File: config.mk
export PLATFORM = sky130hd
export DESIGN_NAME = decode_execute_pipe_reg
export DESIGN_NICKNAME = d
export VERILOG_FILES = /design/src/rtl/decode_execute_pipe_reg.sv
export SDC_FILE = /design/constraint.sdc
export NUM_CORES = 1
export LEC_CHECK = 0
export ABC_AREA = 1
export BUFFER_PORTS_ARGS = -buffer_cell sky130_fd_sc_hd__clkbuf_2
export CAP_MARGIN = 20
export CORE_AREA = 2 2 130 132
export DETAILED_ROUTE_END_ITERATION = 10
export DIE_AREA = 0 0 132 134
export PLACE_DENSITY = 0.79
export SYNTH_ARGS = -nofsm -noshare
export SYNTH_HDL_FRONTEND = slang
export SYNTH_SLANG_ARGS = --single-unit
File: constraint.sdc
create_clock -name clk -period 3.1 [get_ports clk]
set_clock_uncertainty 0.1 [all_clocks]
set_input_delay 0.62 -clock clk [delete_from_list [all_inputs] [get_ports clk]]
set_output_delay 0.62 -clock clk [all_outputs]
set_load 0.005 [all_outputs]
File: src/rtl/decode_execute_pipe_reg.sv
`default_nettype none
// ============================================================================
// Module  : decode_execute_pipe_reg
// Brief   : ID->EX pipeline register with valid/ready handshake, stall, flush,
//           bubble insertion and a saturating stall counter. Define SKID_EN to
//           add a one-entry skid buffer that registers id_ready.
// Revision: 1.0 - initial release
// ============================================================================
module decode_execute_pipe_reg #(
    parameter int CTRL_W      = 20,
    parameter int DATA_W      = 133,
    parameter int STALL_CNT_W = 16
) (
    input  logic                   clk,
    input  logic                   reset,
    input  logic                   id_valid,
    output logic                   id_ready,
    input  logic [CTRL_W-1:0]      id_ctrl,
    input  logic [DATA_W-1:0]      id_data,
    input  logic                   flush,
    output logic                   ex_valid,
    input  logic                   ex_ready,
    output logic [CTRL_W-1:0]      ex_ctrl,
    output logic [DATA_W-1:0]      ex_data,
    output logic [STALL_CNT_W-1:0] stall_cnt
);

    logic                   r_ex_valid;
    logic [CTRL_W-1:0]      r_ex_ctrl;
    logic [DATA_W-1:0]      r_ex_data;
    logic [STALL_CNT_W-1:0] r_stall_cnt;

    logic w_slot_free;
    logic w_accept;
    logic w_stalled;
    logic w_skid_load;

    assign w_slot_free = !r_ex_valid || ex_ready;
    assign w_stalled   = r_ex_valid && !ex_ready;
    assign w_accept    = id_valid && id_ready;

`ifdef SKID_EN
    logic              r_skid_valid;
    logic [CTRL_W-1:0] r_skid_ctrl;
    logic [DATA_W-1:0] r_skid_data;

    // Ready comes straight from a flop, so ex_ready never reaches decode.
    assign id_ready    = !r_skid_valid;
    assign w_skid_load = r_skid_valid;

    always_ff @(posedge clk) begin
        if (reset) begin
            r_skid_valid <= 1'b0;
            r_skid_ctrl  <= '0;
            r_skid_data  <= '0;
        end else if (flush) begin
            r_skid_valid <= 1'b0;
        end else if (w_slot_free && r_skid_valid) begin
            r_skid_valid <= 1'b0;
        end else if (!w_slot_free && w_accept) begin
            r_skid_valid <= 1'b1;
            r_skid_ctrl  <= id_ctrl;
            r_skid_data  <= id_data;
        end
    end
`else
    logic [CTRL_W-1:0] r_skid_ctrl;
    logic [DATA_W-1:0] r_skid_data;

    assign id_ready    = w_slot_free;
    assign w_skid_load = 1'b0;
    assign r_skid_ctrl = '0;
    assign r_skid_data = '0;
`endif

    always_ff @(posedge clk) begin
        if (reset) begin
            r_ex_valid <= 1'b0;
            r_ex_ctrl  <= '0;
            r_ex_data  <= '0;
        end else if (flush) begin
            r_ex_valid <= 1'b0;
            r_ex_ctrl  <= '0;
        end else if (w_slot_free) begin
            if (w_skid_load) begin
                r_ex_valid <= 1'b1;
                r_ex_ctrl  <= r_skid_ctrl;
                r_ex_data  <= r_skid_data;
            end else if (w_accept) begin
                r_ex_valid <= 1'b1;
                r_ex_ctrl  <= id_ctrl;
                r_ex_data  <= id_data;
            end else begin
                // Bubble: data is left as-is, only control is cleared.
                r_ex_valid <= 1'b0;
                r_ex_ctrl  <= '0;
            end
        end
    end

    always_ff @(posedge clk) begin
        if (reset) begin
            r_stall_cnt <= '0;
        end else if (w_stalled && (r_stall_cnt != {STALL_CNT_W{1'b1}})) begin
            r_stall_cnt <= r_stall_cnt + 1'b1;
        end
    end

    assign ex_valid  = r_ex_valid;
    assign ex_ctrl   = r_ex_ctrl;
    assign ex_data   = r_ex_data;
    assign stall_cnt = r_stall_cnt;

endmodule
`default_nettype wire

* After elaboration in Yosys (flattened, before gate mapping)
Index checks and enable logic that the tools add are counted. Widths: inputs -> output; s select.
Storage, ports and cells: bits in read-only memories 0, flip-flop bits (word level) 170, RAM bits 0, output and inout bits 171, bits in latches 0, memories kept 0, input port bits 158
Operators by class: add/sub/neg operators 1, reductions and logical operators 8, bitwise logic cells 1, order comparisons 0, multiplexer cells 2, $mul 0, shifts and indexed selects 0, divide/modulo/power cells 0, equality and inequality tests 1
Operator list (count):
- $mux 20 | 1
- $add 16x1->16 const B | 1
- $ne 16x16->1 const B | 1
- $logic_and 1x1->1 | 3
- $reduce_and 3->1 | 1
- $logic_not 1->1 | 2
- $reduce_or 2->1 | 1
- $logic_or 1x1->1 | 1
- $mux 1 | 1
- $not 1->1 | 1

* Logic depth before layout (Yosys ltp)
word-level depth 4, mapped depth 9, gate-level depth less buffers 9

* Least setup slack after synthesis
No wires, ideal clock.
path type input to output, start in ex_ready, end out id_ready, setup slack 1.387 ns, stages 3, data required time 2.380 ns, arrival 0.993 ns, path buffers 1, path through nor2_4 -> inv_4 -> clkbuf_1
On the way: longest elaborated chain between the ends 1
Ends and longest elaborated chain:
- start: declaration | line 22 | input logic ex_ready,
- $logic_or 1x1->1 | line 38 | assign w_slot_free = !r_ex_valid || ex_ready;
- end: declaration | line 17 | output logic id_ready,
No other way between the ends.

* Worst setup path in the final report
start reg r_ex_valid (netlist: ex_valid), end out id_ready
On the way: longest elaborated chain between the ends 2
Ends and longest elaborated chain:
- start: declaration | line 28 | logic r_ex_valid;
- start signal: assignment | line 78 | r_ex_valid <= 1'b0;
- start signal: assignment | line 82 | r_ex_valid <= 1'b0;
- start signal: assignment | line 86 | r_ex_valid <= 1'b1;
- $logic_not 1->1 | line 38
- $logic_or 1x1->1 | line 38
No other way between the ends.

==> results.md <==
- CTS Sinks: 170
- Fill count: 1,524
- Endpoints failing hold: 0
- Drt total wl: 17.0 mm
- FP Rows: 47
- PortBufs: 328
- CTS max path bufs: 2
- Average cell area after synthesis: 7.96 µm²
- Total track usage: 18.8%
- Worst Setup EP: id_ready
- Mapped Cells: 819
- Commonest non-fill, non-tap cells in the layout: clkbuf_2 (328), dfxtp_1 (170), a21oi_1 (162)
- CTS Buf Count: 17
- Fin cells: 1,354
- Hold Worst Slack: 0.343 ns
- Max H-tree Level: 4
- Kind of critical path: flip-flop to output pin
- Nets: 1,280
- Crit-path slowest cell: dfxtp_1
- Critical path's top delay family: buffers and inverters
- Hold Path Class: flip-flop to flip-flop
- ANT cells: 0
- Final GP Congestion: 0.789
- Synth cell types: 26
- DPL Wire Length: 12.5 mm
- RSZ-0062 raised after global routing: no
- Worst setup path startpoint: ex_valid
- DP Worst Slack: 0.865 ns
- Synthesized flop and latch total: 170
- Die height: 134 µm
- Number of global-route vias before repair: 5,643
- Antenna violations before repair: 0
- Core box area: 16,300 µm²
- Largest net degree at the start of global routing: 84
- I/O pin count: 329
- Reg clk slew, reported paths: 0.06 ns
- DRC Markers: 0
- YS warnings: 0
- Growth of design area from synthesis to finish: 35.2%
- Crit share post-route: 63.6%
- Share of cells above drive strength 1: 34.6%
- Fin worst setup slack: 1.13 ns
- Die Footprint: 17,700 µm²
- Leakage power: 4.07 nW
- Initial core utilization: 40.0%
- Top_reg_cell synth: dfxtp_1
- CTS tree: built
- Sequential area share after synthesis: 52.2%
- Placed Instances: 1,322
- First-pass GRT wire length: 27.1 mm
- Crit Reg-Reg Endpoint: ex_data[126]
- Worst vdd ir: 0.333 mV
- Status: finished clean
- Drt wl/cell: 12.5 µm
- Worst EP required: 2.38 ns
- Levels on crit path: 4
- R2r startpoint: ex_valid
- Post-DRT Antenna Nets: 0
- GR peak layer: met2
- Hold_buf cts: 0
- Cell count of the worst reg-to-reg path: 7
- Vias: 6,232
- Bufs and invs on worst path: 3
- CP arrival: 1.25 ns
- Setup crit end kind: output pin
- PD cells: 567 nW/µm²
- Reg2Reg Setup Slack: 1.21 ns
- Maxcap violations: 0
- M3 GR Usage: 6.50%
- FMAX: 507 MHz
- Slew Viols, Final: 0
- DRT Pass-1 Iters: 4
- Post-synth EDFFs: 0
- Asr flop ratio synth: 0%
- Setup repair bufs after CTS: 0
- CP cell instances: inv_1 > nor2_4 > inv_4 > clkbuf_2
- DIE WIDTH: 132 µm
- Crit-path max FO: 24
- CTS resizes: 0
- Post-DR vias/cell: 4.60
- Root buf cell: clkbuf_16
- Commonest non-fill, non-tap cell in the layout: clkbuf_2
- TNS Setup: 0 ns
- Worst path max stage delay: 0.32 ns
- Tightest Pin Transition: 0.739 ns
- Startpoint types: flip-flop
- Mapped Area: 6520 µm²
- Met1 usage: 22.6%
- Synthesized net count: 978
- GR Util met2: 31.4%
- Clock latency at the later pin of the worst-skew pair: 0.40 ns
- Hold path cells: 2
- GRT Residual Overflow: 0
- Final setup violating endpoints: 0
- Min Tclk post-route: 1.97 ns
- Max-slew headroom: 50.8%
- Detailed Route Iter0 Violations: 346
==> per-stage QoR <==
step           total power, mW  utilization [%]  cell area, µm²
2_1_floorplan             2.69                -            6520
3_3_place_gp              2.96             50.5            8220
3_5_place_dp              2.97             50.5            8220
4_1_cts                   5.07             54.1            8810
5_1_grt                   5.23             54.1            8810
6_report                  5.00             54.1            8810
==> synth_stat cells, types with 2 or more instances <==
| library cell | number | area (µm²) |
|---|---|---|
| clkbuf_1 | 20 | 75.1 |
| inv_1 | 142 | 533 |
| nand3_2 | 2 | 20.0 |
| o21ai_0 | 23 | 115 |
| nor2_4 | 6 | 67.6 |
| o21ai_1 | 110 | 551 |
| dfxtp_1 | 170 | 3400 |
| nand2_1 | 59 | 221 |
| nor2_2 | 4 | 25.0 |
| buf_6 | 12 | 135 |
| nand3_1 | 33 | 165 |
| buf_4 | 4 | 30.0 |
| nand2_2 | 4 | 25.0 |
| nor2_1 | 40 | 150 |
| buf_2 | 18 | 90.1 |
| a21oi_1 | 162 | 811 |
==> report_power, final <==
part | internal [mW] | total [mW] | switching, mW
Combinational | 0.253 | 0.535 | 0.283
Sequential | 2.31 | 2.38 | 0.0685
Clock | 1.18 | 2.08 | 0.904
Total | 3.74 | 5.00 | 1.26
==> layout make-up <==
class / count / area (µm²) / area share [%]
Multi-Input combinational cell: 450 / 2250 / 25.5
Clock buffer: 20 / 457 / 5.18
Clock inverter: 12 / 130 / 1.48
Inverter: 144 / 546 / 6.19
Sequential cell: 170 / 3400 / 38.6
Tap cell: 220 / 275 / 3.12
Timing Repair Buffer: 338 / 1750 / 19.9
==> cells by family (layout without fill, tap and decap cells) <==
logic type / count (synthesis) / after routing / share of synthesized area [%]
buffers and inverters: 199 / 514 / 13.5
adder cells (fa/ha/maj): 1 / 1 / 0.192
AO/OA/AOI/OAI: 296 / 296 / 22.8
flip-flops: 170 / 170 / 52.2
AND/OR/NAND/NOR: 153 / 153 / 11.4
==> worst min-delay path: stages, from the launching register on <==
cell     delay, ns
dfxtp_1       0.31
inv_1         0.04
a21oi_1       0.05
==> worst min path at each step <==
stage | start | to | slack [ns]
CTS | id_ctrl[19] | ex_ctrl[19] | 0.33
detailed placement | ex_data[116] | ex_data[116] | 0.34
global route | id_ctrl[3] | ex_ctrl[3] | 0.34
floorplan | ex_data[128] | ex_data[128] | 0.34
global placement | ex_data[91] | ex_data[91] | 0.33
finish | ex_data[111] | ex_data[111] | 0.34
==> per-layer routing <==
layer,vias to the layer above,routed length [µm],part of all wire (%)
met5,-,0,0
met1,2716,7130,42
li1,3251,-,-
met3,26,1370,8.1
met4,0,337,2.0
met2,239,8130,48
==> registers in the layout (all words and copies together) (netlist names) <==
name / count
ex_valid: 1
ex_ctrl: 20
ex_data: 133
stall_cnt: 16
Note: power is estimated with default switching activity, not from simulation.
